===== config.mk =====
export PLATFORM = sky130hd
export DESIGN_NAME = mem_reader_arbiter
export DESIGN_NICKNAME = d
export VERILOG_FILES = /design/src/rtl/log_access_pkg.sv /design/src/rtl/rr_pick.sv /design/src/rtl/mem_reader_arbiter.sv
export SDC_FILE = /design/constraint.sdc
export NUM_CORES = 1
export LEC_CHECK = 0
export ABC_AREA = 1
export CAP_MARGIN = 20
export CORE_AREA = 10 10 133 135
export CTS_BUF_LIST = sky130_fd_sc_hd__clkbuf_2
export DETAILED_ROUTE_END_ITERATION = 16
export DIE_AREA = 0 0 143 145
export PLACE_DENSITY = 0.74
export SKIP_CTS_REPAIR_TIMING = 1
export SYNTH_ARGS = -nofsm -noshare
export SYNTH_HDL_FRONTEND = slang
export SYNTH_SLANG_ARGS = --single-unit
export TNS_END_PERCENT = 20

===== constraint.sdc =====
create_clock -name clk -period 2.2 [get_ports clk]
set_input_delay 0.22 -clock clk [delete_from_list [all_inputs] [get_ports clk]]
set_output_delay 0.22 -clock clk [all_outputs]
set_load 0.1 [all_outputs]

===== src/rtl/log_access_pkg.sv =====
// Shared types and constants for the log-fetch memory access path.
// Used by the reader arbiter and its round-robin picker.
package log_access_pkg;

    localparam int MAX_WORDS_DEF  = 4;
    localparam int DATA_WIDTH_DEF = 32;
    localparam int LEN_W          = $clog2(MAX_WORDS_DEF + 1);
    localparam int BYTE_STEP      = DATA_WIDTH_DEF / 8;

    localparam int CLIENT_CFI  = 0;
    localparam int CLIENT_IDFI = 1;
    localparam int CLIENT_DDFI = 2;

    typedef enum logic [1:0] {
        ST_IDLE,
        ST_ISSUE,
        ST_WAIT,
        ST_FINISH
    } state_e;

    // Address increment between consecutive beats of one transaction.
    function automatic int beat_step(input int dw);
        return dw / 8;
    endfunction

endpackage


===== src/rtl/rr_pick.sv =====
// Combinational round-robin picker: first requester strictly after
// the last owner, scanning cyclically.
module rr_pick #(
    parameter int N = 3,
    localparam int IW = (N > 1) ? $clog2(N) : 1
) (
    input  logic [N-1:0]  req,
    input  logic [IW-1:0] last,
    output logic [N-1:0]  grant,
    output logic          valid
);

    logic [IW-1:0] k;

    // Scan offsets 1..N from the last owner; the first hit wins.
    always_comb begin
        grant = '0;
        valid = 1'b0;
        k     = '0;
        for (int i = 1; i <= N; i++) begin
            k = IW'((int'(last) + i) % N);
            if (!valid && req[k]) begin
                grant[k] = 1'b1;
                valid    = 1'b1;
            end
        end
    end

endmodule


===== src/rtl/mem_reader_arbiter.sv =====
// Round-robin sharing of one single-word memory reader between clients,
// with per-beat timeout and per-client done/error reporting.
module mem_reader_arbiter
    import log_access_pkg::*;
#(
    parameter int ADDR_WIDTH = 32,
    parameter int DATA_WIDTH = 32,
    parameter int N_REQ      = 3,
    parameter int MAX_WORDS  = 4,
    parameter int TIMEOUT    = 1024,
    localparam int LW = $clog2(MAX_WORDS + 1),
    localparam int IW = (N_REQ > 1) ? $clog2(N_REQ) : 1
) (
    input  logic                        clk,
    input  logic                        rst,
    input  logic [N_REQ-1:0]            i_req,
    input  logic [N_REQ*ADDR_WIDTH-1:0] i_addr,
    input  logic [N_REQ*LW-1:0]         i_len,
    output logic [N_REQ-1:0]            o_grant,
    output logic                        o_valid,
    output logic [DATA_WIDTH-1:0]       o_data,
    output logic [LW-1:0]               o_beat,
    output logic [N_REQ-1:0]            o_done,
    output logic [N_REQ-1:0]            o_err,
    output logic [ADDR_WIDTH-1:0]       o_mem_addr,
    output logic                        o_read_trigger,
    input  logic [DATA_WIDTH-1:0]       i_mem_value,
    input  logic                        i_done,
    input  logic                        i_error
);

    localparam int TW = $clog2(TIMEOUT + 1);
    localparam logic [ADDR_WIDTH-1:0] STEP =
        ADDR_WIDTH'(beat_step(DATA_WIDTH));
    localparam logic [LW-1:0] LEN_MAX = LW'(MAX_WORDS);
    localparam logic [TW-1:0] TMO_LAST = TW'(TIMEOUT - 1);

    state_e                state_q, state_d;
    logic [IW-1:0]         idx_q, idx_d;
    logic [IW-1:0]         last_q, last_d;
    logic [N_REQ-1:0]      grant_q, grant_d;
    logic [ADDR_WIDTH-1:0] addr_q, addr_d;
    logic [LW-1:0]         len_q, len_d;
    logic [LW-1:0]         beat_q, beat_d;
    logic [TW-1:0]         tmo_q, tmo_d;
    logic                  err_q, err_d;

    logic [N_REQ-1:0]      pick_grant;
    logic                  pick_valid;
    logic [IW-1:0]         pick_idx;
    logic [ADDR_WIDTH-1:0] pick_addr;
    logic [LW-1:0]         pick_len_raw;
    logic [LW-1:0]         pick_len;
    logic                  beat_last;

    rr_pick #(
        .N(N_REQ)
    ) u_pick (
        .req   (i_req),
        .last  (last_q),
        .grant (pick_grant),
        .valid (pick_valid)
    );

    // Decode the one-hot pick into index, base address and clamped length.
    always_comb begin
        pick_idx     = '0;
        pick_addr    = '0;
        pick_len_raw = '0;
        for (int k = 0; k < N_REQ; k++) begin
            if (pick_grant[k]) begin
                pick_idx     = IW'(k);
                pick_addr    = i_addr[k*ADDR_WIDTH +: ADDR_WIDTH];
                pick_len_raw = i_len[k*LW +: LW];
            end
        end
        pick_len = (pick_len_raw > LEN_MAX) ? LEN_MAX : pick_len_raw;
    end

    assign beat_last = ((beat_q + LW'(1)) == len_q);
    assign o_grant   = grant_q;

    // Next-state and output logic of the transaction sequencer.
    always_comb begin
        state_d        = state_q;
        idx_d          = idx_q;
        last_d         = last_q;
        grant_d        = grant_q;
        addr_d         = addr_q;
        len_d          = len_q;
        beat_d         = beat_q;
        tmo_d          = tmo_q;
        err_d          = err_q;
        o_valid        = 1'b0;
        o_data         = '0;
        o_beat         = '0;
        o_done         = '0;
        o_err          = '0;
        o_mem_addr     = '0;
        o_read_trigger = 1'b0;

        unique case (state_q)
            ST_IDLE: begin
                if (pick_valid) begin
                    idx_d   = pick_idx;
                    grant_d = pick_grant;
                    addr_d  = pick_addr;
                    len_d   = pick_len;
                    beat_d  = '0;
                    tmo_d   = '0;
                    err_d   = 1'b0;
                    state_d = (pick_len == '0) ? ST_FINISH : ST_ISSUE;
                end
            end
            ST_ISSUE: begin
                o_read_trigger = 1'b1;
                o_mem_addr     = addr_q;
                tmo_d          = '0;
                state_d        = ST_WAIT;
            end
            ST_WAIT: begin
                if (i_error || (tmo_q == TMO_LAST)) begin
                    err_d   = 1'b1;
                    state_d = ST_FINISH;
                end else if (i_done) begin
                    o_valid = 1'b1;
                    o_data  = i_mem_value;
                    o_beat  = beat_q;
                    beat_d  = beat_q + LW'(1);
                    addr_d  = addr_q + STEP;
                    state_d = beat_last ? ST_FINISH : ST_ISSUE;
                end else begin
                    tmo_d = tmo_q + TW'(1);
                end
            end
            ST_FINISH: begin
                for (int k = 0; k < N_REQ; k++) begin
                    if (idx_q == IW'(k)) begin
                        o_err[k]  = err_q;
                        o_done[k] = ~err_q;
                    end
                end
                last_d  = idx_q;
                grant_d = '0;
                state_d = ST_IDLE;
            end
            default: state_d = ST_IDLE;
        endcase
    end

    // State and datapath registers; reset aborts any transaction silently.
    always_ff @(posedge clk or posedge rst) begin
        if (rst) begin
            state_q <= ST_IDLE;
            idx_q   <= '0;
            last_q  <= IW'(N_REQ - 1);
            grant_q <= '0;
            addr_q  <= '0;
            len_q   <= '0;
            beat_q  <= '0;
            tmo_q   <= '0;
            err_q   <= 1'b0;
        end else begin
            state_q <= state_d;
            idx_q   <= idx_d;
            last_q  <= last_d;
            grant_q <= grant_d;
            addr_q  <= addr_d;
            len_q   <= len_d;
            beat_q  <= beat_d;
            tmo_q   <= tmo_d;
            err_q   <= err_d;
        end
    end

endmodule

==> impl_metrics.tcl <==
set metrics [dict create \
    status "complete, but fails checks" \
    violations "negative setup slack" \
    power.total_mw 15.4 \
    final-hold-violation-count 0 \
    gp_congestion 0.961 \
    leakage_nw 4.00 \
    maxCapViolCount 0 \
    synth_area_mm2 0.00513 \
    grt_usage_pct 20.4 \
    final_max_slew_viol_count 0 \
    r2r_end "state_q[1]" \
    root_buffer "clkbuf_2" \
    drt_iter0_drc 599 \
    synth.distinct_cells 50 \
    hpwl_mm 17.6 \
    routed_wl_mm 22.0 \
    reg2reg_depth 17 \
    fp.dieArea_mm2 0.0207 \
    antenna_found_initial 1 \
    nFillCells 1272 \
    synthArstFlopShare_pct 100 \
    ys_seq_area_share_pct 28.8 \
    yosys-top-cells-area "dfrtp_1 (28%), nand2_1 (10%), nor2_1 (8.7%)" \
    grt_pass1_vias 6358 \
    rrSetupSlack_ps -110 \
    synth_top_family_by_area "simple AND/OR/NAND/NOR gates" \
    timing.final.crit_period_ps 2510 \
    synth_area_leader_cell "dfrtp_1" \
    rsz0062_at_grt "true" \
    core_mm2 0.0150 \
    worstMarginPinSlew_ps 565 \
    path_class "reg2out" \
    fp-row-count 45 \
    dp.cells 1214 \
    critPathRequiredTime_ps 1980 \
    fmax_ghz 0.398 \
    vias 6394 \
    powerDensity_mw_per_mm2 1620 \
    nets 1194 \
    crit_path_end_kind "primary output" \
    muxShareOfSynthArea_pct 0 \
    netlist.area_leader.share_pct 28.3 \
    r2r_start "last_q[1]" \
    synth_xor_area_share_pct 3.07 \
    regArea_mm2 0.00148 \
    synth_compound_area_share_pct 19.5 \
    cts_tree "yes" \
    hold_path_class "in2async" \
    synthAdderAreaFrac_pct 1.71 \
    grt_overflow 0 \
    grt_max_degree 60 \
    wl_per_cell_um 17.8 \
    syn_inst 787 \
    clk_path_buf_depth 2 \
    fin_crit_sh_pct 114 \
    place_ws_ps -167 \
    numCtsBuffers 9 \
    layout_setup_ws_ps -314 \
    finalSetupViolations 63 \
    io_pins 222 \
    multi_input_area_mm2 0.00364 \
    hold_ws_ps 12.9 \
    grt_pass1_wl_mm 34.3 \
    synth_nets 938 \
    htreeDepth 3 \
    path_clk_slew_ps 210 \
    chipHeight_um 145 \
    synth_edf_count 0 \
    dr.pass1.iters 6 \
    finClkSkew_ps 53.0 \
    yosysWarningCount 0 \
    ant_nets 0 \
    drive_gt1_share_pct 30.0 \
    insertion_delay_ps 560 \
    synthSimpleGateAreaFrac_pct 34.4 \
    ys_top_cells_by_count "nand2_1 (137), nor2_1 (119), inv_1 (97)" \
    ys_ff_latch 59 \
    cp-start-kind "flip-flop" \
    clkSinkCount 59 \
    port_buffers 221 \
    vdd_drop_max_v 0.00129 \
    drc_errors 0 \
    fin_cells 1237 \
    die_w_um 143 \
    cp_max_fo 10 \
    start_util_pct 34.2 \
    cp.arrival_ps 2290 \
    via_per_inst 5.17 \
    avgSynthCellArea_um2 6.52 \
    area_growth_pct 85.5 \
    yosysMostFrequentCell "nand2_1" \
    synth-main-ff-cell "dfrtp_1" \
    relSlewSlack_pct 62.0 \
]
==> layer usage <==
layer	wire, µm	global-route usage (%)	share of wire (%)	vias up
li1	-	-	-	3101
met1	9260	26.6	42	2918
met2	9980	31.4	45	345
met3	2440	6.19	11	30
met4	372	6.14	1.7	0
met5	0	0	0	-
==> worst max-delay path by stage <==
stage / start / endpoint / slack, ps / cells past startpoint
after floorplan: tmo_q[1] / o_data[10] / -700 / 9
after global placement: last_q[1] / addr_q[20] / -180 / 15
after detailed placement: last_q[1] / addr_q[20] / -170 / 15
after CTS: tmo_q[1] / o_data[14] / -430 / 10
after global routing: tmo_q[0] / o_data[22] / -450 / 10
final: tmo_q[0] / o_data[21] / -310 / 10
==> metrics by stage <==
| stage | cell area (µm²) | setup TNS, ps | utilization, % |
|---|---|---|---|
| after global placement | 9200 | -1120 | 61.2 |
| after global routing | 9520 | -24820 | 63.4 |
| after CTS | 9280 | -18950 | 61.7 |
| after detailed placement | 9200 | -3480 | 61.2 |
| final | 9520 | -10970 | 63.4 |
| after floorplan | 5720 | -33000 | - |
==> worst max-delay path, cell delays in order (launching register included) <==
cell and delay [ps]:
dfrtp_1 430, ha_2 200, nand2_2 90, nor3_2 50, nand2_1 70, nand2_2 80, nor3_4 210, inv_6 130
buf_16 190, nor2_4 130, buf_12 180
==> cells by family (layout without fill, tap and decap cells) <==
kind of cell,count (synthesis),count (layout)
compound gates,168,168
xor+xnor,18,18
fa+ha+maj,7,7
buf+inv,151,412
flops,59,59
other cells,0,1
simple gates,384,384
==> where the power goes <==
| part | total, mW | switching (mW) | internal, mW |
|---|---|---|---|
| logic | 12.9 | 8.05 | 4.82 |
| clock network | 0.594 | 0.452 | 0.143 |
| registers | 1.93 | 0.388 | 1.54 |
==> placed cells by master, fill, tap and decap left out, types with 11 or more instances in the layout <==
| cell | synthesis | routed |
|---|---|---|
| clkdlybuf4s50_1 | 0 | 143 |
| nand2_1 | 137 | 131 |
| inv_1 | 97 | 95 |
| buf_12 | 0 | 86 |
| nor2_4 | 1 | 68 |
| dfrtp_1 | 58 | 57 |
| nand3_1 | 56 | 54 |
| a21oi_1 | 65 | 54 |
| nor2_1 | 119 | 47 |
| buf_4 | 4 | 45 |
| o21ai_1 | 24 | 31 |
| o21ai_0 | 32 | 23 |
| o211ai_1 | 23 | 23 |
| nand2_2 | 9 | 15 |
| xor2_1 | 15 | 15 |
| nor2_2 | 9 | 14 |
| inv_2 | 14 | 13 |
| nand4_1 | 12 | 12 |
| nor3_1 | 12 | 11 |
==> registers in the layout, indices dropped and copies added, names as in the netlist <==
register,count
addr_q,32
beat_q,3
err_q,1
idx_q,2
last_q,2
len_q,3
o_grant,3
state_q,2
tmo_q,11
==> layout make-up <==
type / instances / share of cell area, %
antenna: 1 / 0.0263
inverter: 113 / 4.66
tap: 188 / 2.47
clock inverter: 6 / 0.355
timing repair buffer: 283 / 38.2
clock buffer: 10 / 0.525
multi-input combinational: 577 / 38.2
sequential: 59 / 15.5
(Power assumes the default switching activity.)
